[src/rtl/noc_router_input_vc.sv]
// Router input port with VCHANNELS virtual channels. Each VC has a FIFO, a
// header route lookup that holds for the whole packet, and an output register.
module noc_router_input_vc #(
  parameter int                         FLIT_WIDTH   = 256,
  parameter int                         VCHANNELS    = 2,
  parameter int                         OUTPUTS      = 5,
  parameter int                         DESTS        = 16,
  parameter logic [OUTPUTS*DESTS-1:0]   ROUTES       = '0,
  parameter int                         DEST_LSB     = 0,
  parameter int                         BUFFER_DEPTH = 4,
  localparam int                        DEST_W       = (DESTS > 1) ? $clog2(DESTS) : 1,
  localparam int                        CNT_W        = $clog2(BUFFER_DEPTH + 1)
) (
  input  logic                                  clk,
  input  logic                                  rst_n,
  input  logic [FLIT_WIDTH-1:0]                 in_flit,
  input  logic                                  in_last,
  input  logic [VCHANNELS-1:0]                  in_valid,
  output logic [VCHANNELS-1:0]                  in_ready,
  output logic [VCHANNELS-1:0][FLIT_WIDTH-1:0]  out_flit,
  output logic [VCHANNELS-1:0]                  out_last,
  output logic [VCHANNELS-1:0][OUTPUTS-1:0]     out_valid,
  input  logic [VCHANNELS-1:0][OUTPUTS-1:0]     out_ready,
  output logic [VCHANNELS-1:0][CNT_W-1:0]       occupancy,
  output logic [VCHANNELS-1:0]                  err_route
);

  localparam int PTR_W = (BUFFER_DEPTH > 1) ? $clog2(BUFFER_DEPTH) : 1;

  typedef enum logic [1:0] {ST_HEAD, ST_BODY, ST_DROP} state_e;

  // Destinations outside 0..DESTS-1 fall through to an empty route and get dropped.
  function automatic logic [OUTPUTS-1:0] route_of(input logic [DEST_W-1:0] d);
    logic [OUTPUTS-1:0] r;
    r = '0;
    for (int i = 0; i < DESTS; i++)
      if (DEST_W'(i) == d) r = ROUTES[i*OUTPUTS +: OUTPUTS];
    return r;
  endfunction

  function automatic logic [PTR_W-1:0] next_ptr(input logic [PTR_W-1:0] p);
    return (p == PTR_W'(BUFFER_DEPTH - 1)) ? '0 : p + PTR_W'(1);
  endfunction

  for (genvar v = 0; v < VCHANNELS; v++) begin : g_vc
    logic [FLIT_WIDTH:0]    mem_q [BUFFER_DEPTH];
    logic [PTR_W-1:0]       wr_ptr_q, rd_ptr_q;
    logic [CNT_W-1:0]       cnt_q;
    state_e                 state_q, state_d;
    logic [OUTPUTS-1:0]     route_q, route_d, load_route, hdr_route, rt_q;
    logic                   full_q, last_q, err_q;
    logic [FLIT_WIDTH-1:0]  flit_q, head_flit;
    logic                   head_last, empty, push, pop, load, drop_hdr, xfer, stage_free;

    assign empty        = (cnt_q == '0);
    assign in_ready[v]  = (cnt_q != CNT_W'(BUFFER_DEPTH));
    assign push         = in_valid[v] & in_ready[v];
    assign {head_last, head_flit} = mem_q[rd_ptr_q];
    assign hdr_route    = route_of(head_flit[DEST_LSB +: DEST_W]);
    assign xfer         = full_q & (|(rt_q & out_ready[v]));
    assign stage_free   = ~full_q | xfer;

    always_comb begin
      state_d    = state_q;
      route_d    = route_q;
      load_route = route_q;
      pop        = 1'b0;
      load       = 1'b0;
      drop_hdr   = 1'b0;
      case (state_q)
        ST_HEAD: if (!empty) begin
          if (hdr_route == '0) begin
            pop      = 1'b1;
            drop_hdr = 1'b1;
            state_d  = head_last ? ST_HEAD : ST_DROP;
          end else if (stage_free) begin
            pop        = 1'b1;
            load       = 1'b1;
            load_route = hdr_route;
            route_d    = hdr_route;
            state_d    = head_last ? ST_HEAD : ST_BODY;
          end
        end
        ST_BODY: if (!empty && stage_free) begin
          pop  = 1'b1;
          load = 1'b1;
          if (head_last) state_d = ST_HEAD;
        end
        ST_DROP: if (!empty) begin
          pop = 1'b1;
          if (head_last) state_d = ST_HEAD;
        end
        default: state_d = ST_HEAD;
      endcase
    end

    // FIFO control, packet FSM and output register stage
    always_ff @(posedge clk or negedge rst_n) begin
      if (!rst_n) begin
        state_q  <= ST_HEAD;
        route_q  <= '0;
        wr_ptr_q <= '0;
        rd_ptr_q <= '0;
        cnt_q    <= '0;
        full_q   <= 1'b0;
        flit_q   <= '0;
        last_q   <= 1'b0;
        rt_q     <= '0;
        err_q    <= 1'b0;
      end else begin
        state_q <= state_d;
        route_q <= route_d;
        err_q   <= drop_hdr;
        if (push) wr_ptr_q <= next_ptr(wr_ptr_q);
        if (pop)  rd_ptr_q <= next_ptr(rd_ptr_q);
        if (push && !pop)      cnt_q <= cnt_q + CNT_W'(1);
        else if (pop && !push) cnt_q <= cnt_q - CNT_W'(1);
        if (load) begin
          full_q <= 1'b1;
          flit_q <= head_flit;
          last_q <= head_last;
          rt_q   <= load_route;
        end else if (xfer) begin
          full_q <= 1'b0;
        end
      end
    end

    always_ff @(posedge clk) begin
      if (push) mem_q[wr_ptr_q] <= {in_last, in_flit};
    end

    assign out_flit[v]  = flit_q;
    assign out_last[v]  = last_q;
    assign out_valid[v] = full_q ? rt_q : '0;
    assign occupancy[v] = cnt_q;
    assign err_route[v] = err_q;
  end

  a_onehot_valid: assert property (@(posedge clk) disable iff (!rst_n) $onehot0(in_valid))
    else $error("multiple in_valid bits set in one cycle");

endmodule

[config.mk]
export PLATFORM = sky130hd
export DESIGN_NAME = noc_router_input_vc
export DESIGN_NICKNAME = d
export VERILOG_FILES = /design/src/rtl/noc_router_input_vc.sv
export SDC_FILE = /design/constraint.sdc
export NUM_CORES = 1
export LEC_CHECK = 0
export CORE_AREA = 2 2 310 312
export DETAILED_ROUTE_END_ITERATION = 6
export DIE_AREA = 0 0 312 314
export GPL_TIMING_DRIVEN = 1
export PLACE_DENSITY = 0.3
export SLEW_MARGIN = 20
export SYNTH_ARGS = -nofsm -noshare
export SYNTH_HDL_FRONTEND = slang
export SYNTH_SLANG_ARGS = --single-unit
[constraint.sdc]
create_clock -name clk -period 4 [get_ports clk]
set_input_delay 0.8 -clock clk [delete_from_list [all_inputs] [get_ports clk]]
set_output_delay 0.8 -clock clk [all_outputs]
set_load 0.1 [all_outputs]
==> out/results.tsv <==
metric	value	unit
outcome	complete, no violations	
path_cells	nor2_2 > nand2_1 > clkdlybuf4s50_1	
fillers	11300	
worstPathRequired	3.20	ns
synthCells	620	
tritoncts	yes	
cp_max_fo	7	
synth.ff_latch_count	26	
critPathCaptureType	output port	
drive_gt1_frac	0.0331	
cap_violations	0	
avgRoutedWirePerCell	3.12	um
start_util	0.0556	
wl_met1	1.62	mm
wl	5.93	mm
power.density	743	nW/um2
cts_setup_buffers	0	
multi_input_area	2540	um2
dieHeight	314	um
seq_area_frac_synth	0.132	
insertedDiodeCount	0	
critPathKind	flop to output port	
via_count	2128	
grt_usage	0.00951	
worstSkewPairLatency	0.27	ns
synth_enable_flop_cells	8	
grt_pass1_wl	6.38	mm
synth_top_flop_cell	dfrtp_1	
clock_path_buffers	2	
start_kind	flop	
max_stage_delay	1.13	ns
avgSynthCellArea	8.46	um2
path_buf_inv	1	
cts_resized	0	
yosysUniqueCellTypes	26	
grt_max_degree	19	
arrival	2.09	ns
syn2layout_area_growth	-3.72	%
drt_pass1_iterations	4	
clk_pin_slew	0.07	ns
place_congestion	0.581	
p_leak	2.38	nW
layout_setup_ws	1.11	ns
wl_met3	1.54	mm
finalCritPeriodShare	0.722	
htree_levels	1	
clock-sinks	26	
drt_iter0_drc	20	
fmax	0.346	GHz
cts_buffers	3	
worstHoldPathType	flop to flop	
dp_hpwl	5.30	mm
drc	0	
gr-total-overflow	0	
num_rows	113	
worst_path_max_delay_cell	clkdlybuf4s50_1	
fin_setup_tns	0	ns
holdWs	0.426	ns
antenna_found_initial	1	
peakVddDrop	0.000327	V
rsz0062_at_grt	false	
drv_slew	0	
final_nets	921	
port_buffers	14	
seq_area	691	um2
io_pins	805	
holdBufCountCts	0	
highest_layer	met4	
tightest_slew	0.990	ns
viasPerCell	1.12	
chipWidth	312	um
setup_viol	0	
wl_met2	2.67	mm
async_reset_ff_frac	0.692	
dp_slack	1.24	ns
grt_pass1_vias	1057	
synth_warnings	0	
hold_viol_final	0	
synth_area	5250	um2
period_needed	2.89	ns
max_slew_margin	0.338	
die_area	98000	um2
cts_root_buffer	clkbuf_16	
core	94400	um2
ant_nets	0	
crit_family	buffers and inverters	
worst_clock_skew	0.00318	ns
layout make-up:
class                      instances  area share
clock buffer                       3      0.0149
inverter                           7     0.00520
multi-input combinational        584       0.504
sequential                        26       0.137
tap                             1265       0.313
timing repair buffer              15      0.0263
power breakdown:
group	switching, W	total (W)	internal (W)
Combinational	0.00270	0.00299	0.000286
Clock	0.000102	0.000236	0.000133
Sequential	0.000134	0.000528	0.000394
state kept, by name (all words and copies together), names as in the netlist:
name / cells
g_vc.mem_q: 8
g_vc.cnt_q: 6
g_vc.rd_ptr_q: 4
g_vc.wr_ptr_q: 4
g_vc.err_q: 2
g_vc.state_q: 2
metal layers:
layer	GRT usage	up-vias
met3	0.00856	2
met5	0	-
met1	0.00893	905
li1	-	875
met2	0.0138	346
met4	0.00557	0
cell families after synthesis:
group	Yosys count	share of synthesized area
other	1	0.000715
and+or+nand+nor	23	0.0253
buffers and inverters	533	0.758
adders and majority gates	13	0.0324
xor gates and xnor gates	7	0.0117
DFF	26	0.132
AOI/OAI and AO/OA	6	0.0126
muxes	11	0.0281
stage by stage:
step	util	cell area [um2]	power, W	cells
2_1_floorplan	-	7210	0.00374	1143
3_3_place_gp	0.0527	4980	0.00354	1897
3_5_place_dp	0.0527	4980	0.00353	1897
4_1_cts	0.0535	5050	0.00379	1900
5_1_grt	0.0535	5050	0.00391	1900
6_report	0.0535	5050	0.00375	1900
placed cells by master, fill, tap and decap left out:
| cell | synthesis | routed |
|---|---|---|
| a21boi_4 | 2 | 2 |
| a21o_1 | 2 | 2 |
| a21oi_2 | 1 | 1 |
| and2_1 | 8 | 8 |
| buf_4 | 526 | 7 |
| clkbuf_16 | 0 | 3 |
| clkdlybuf4s50_1 | 0 | 8 |
| conb_1 | 1 | 524 |
| dfrtp_1 | 18 | 18 |
| edfxtp_1 | 8 | 8 |
| fa_1 | 1 | 1 |
| ha_1 | 12 | 12 |
| inv_1 | 7 | 7 |
| mux2_1 | 4 | 4 |
| mux2_2 | 2 | 2 |
| mux2_4 | 1 | 1 |
| mux2i_1 | 2 | 2 |
| mux4_2 | 2 | 2 |
| nand2_1 | 2 | 2 |
| nor2_1 | 7 | 7 |
| nor2_2 | 1 | 1 |
| nor3_1 | 2 | 2 |
| nor3_2 | 1 | 1 |
| nor3_4 | 1 | 1 |
| o21ai_0 | 1 | 1 |
| or3_1 | 1 | 1 |
| xnor2_1 | 2 | 2 |
| xor2_1 | 5 | 5 |
Yosys cell counts (all sizes together) (2+ instances only):
| master | number | area share |
|---|---|---|
| a21boi | 2 | 0.0072 |
| a21o | 2 | 0.0029 |
| nor2 | 8 | 0.0062 |
| dfrtp | 18 | 0.086 |
| buf | 526 | 0.75 |
| mux2 | 7 | 0.016 |
| ha | 12 | 0.029 |
| xor2 | 5 | 0.0083 |
| nand2 | 2 | 0.0014 |
| inv | 7 | 0.0050 |
| mux2i | 2 | 0.0038 |
| xnor2 | 2 | 0.0033 |
| nor3 | 4 | 0.0069 |
| mux4 | 2 | 0.0086 |
| edfxtp | 8 | 0.046 |
| and2 | 8 | 0.0095 |
path summary, 6_finish.rpt:
kind,slack (ns),cells after the start,start,endpoint
worst max-delay path,1.11,3,g_vc[0].cnt_q[0]$_DFFE_PN0P_,in_ready[0]
worst min-delay path,0.43,1,g_vc[0].state_q[1]$_DFFE_PN0P_,g_vc[0].err_q$_DFF_PN0_
worst max register to register,1.92,8,g_vc[1].cnt_q[0]$_DFFE_PN0P_,g_vc[1].cnt_q[2]$_DFFE_PN0P_
worst min register to register,0.43,1,g_vc[0].state_q[1]$_DFFE_PN0P_,g_vc[0].err_q$_DFF_PN0_
max in group asynchronous,2.86,2,rst_n,g_vc[1].rd_ptr_q[0]$_DFFE_PN0P_
min in group asynchronous,0.88,2,rst_n,g_vc[0].cnt_q[0]$_DFFE_PN0P_
Power figures use the tool's default switching activity.
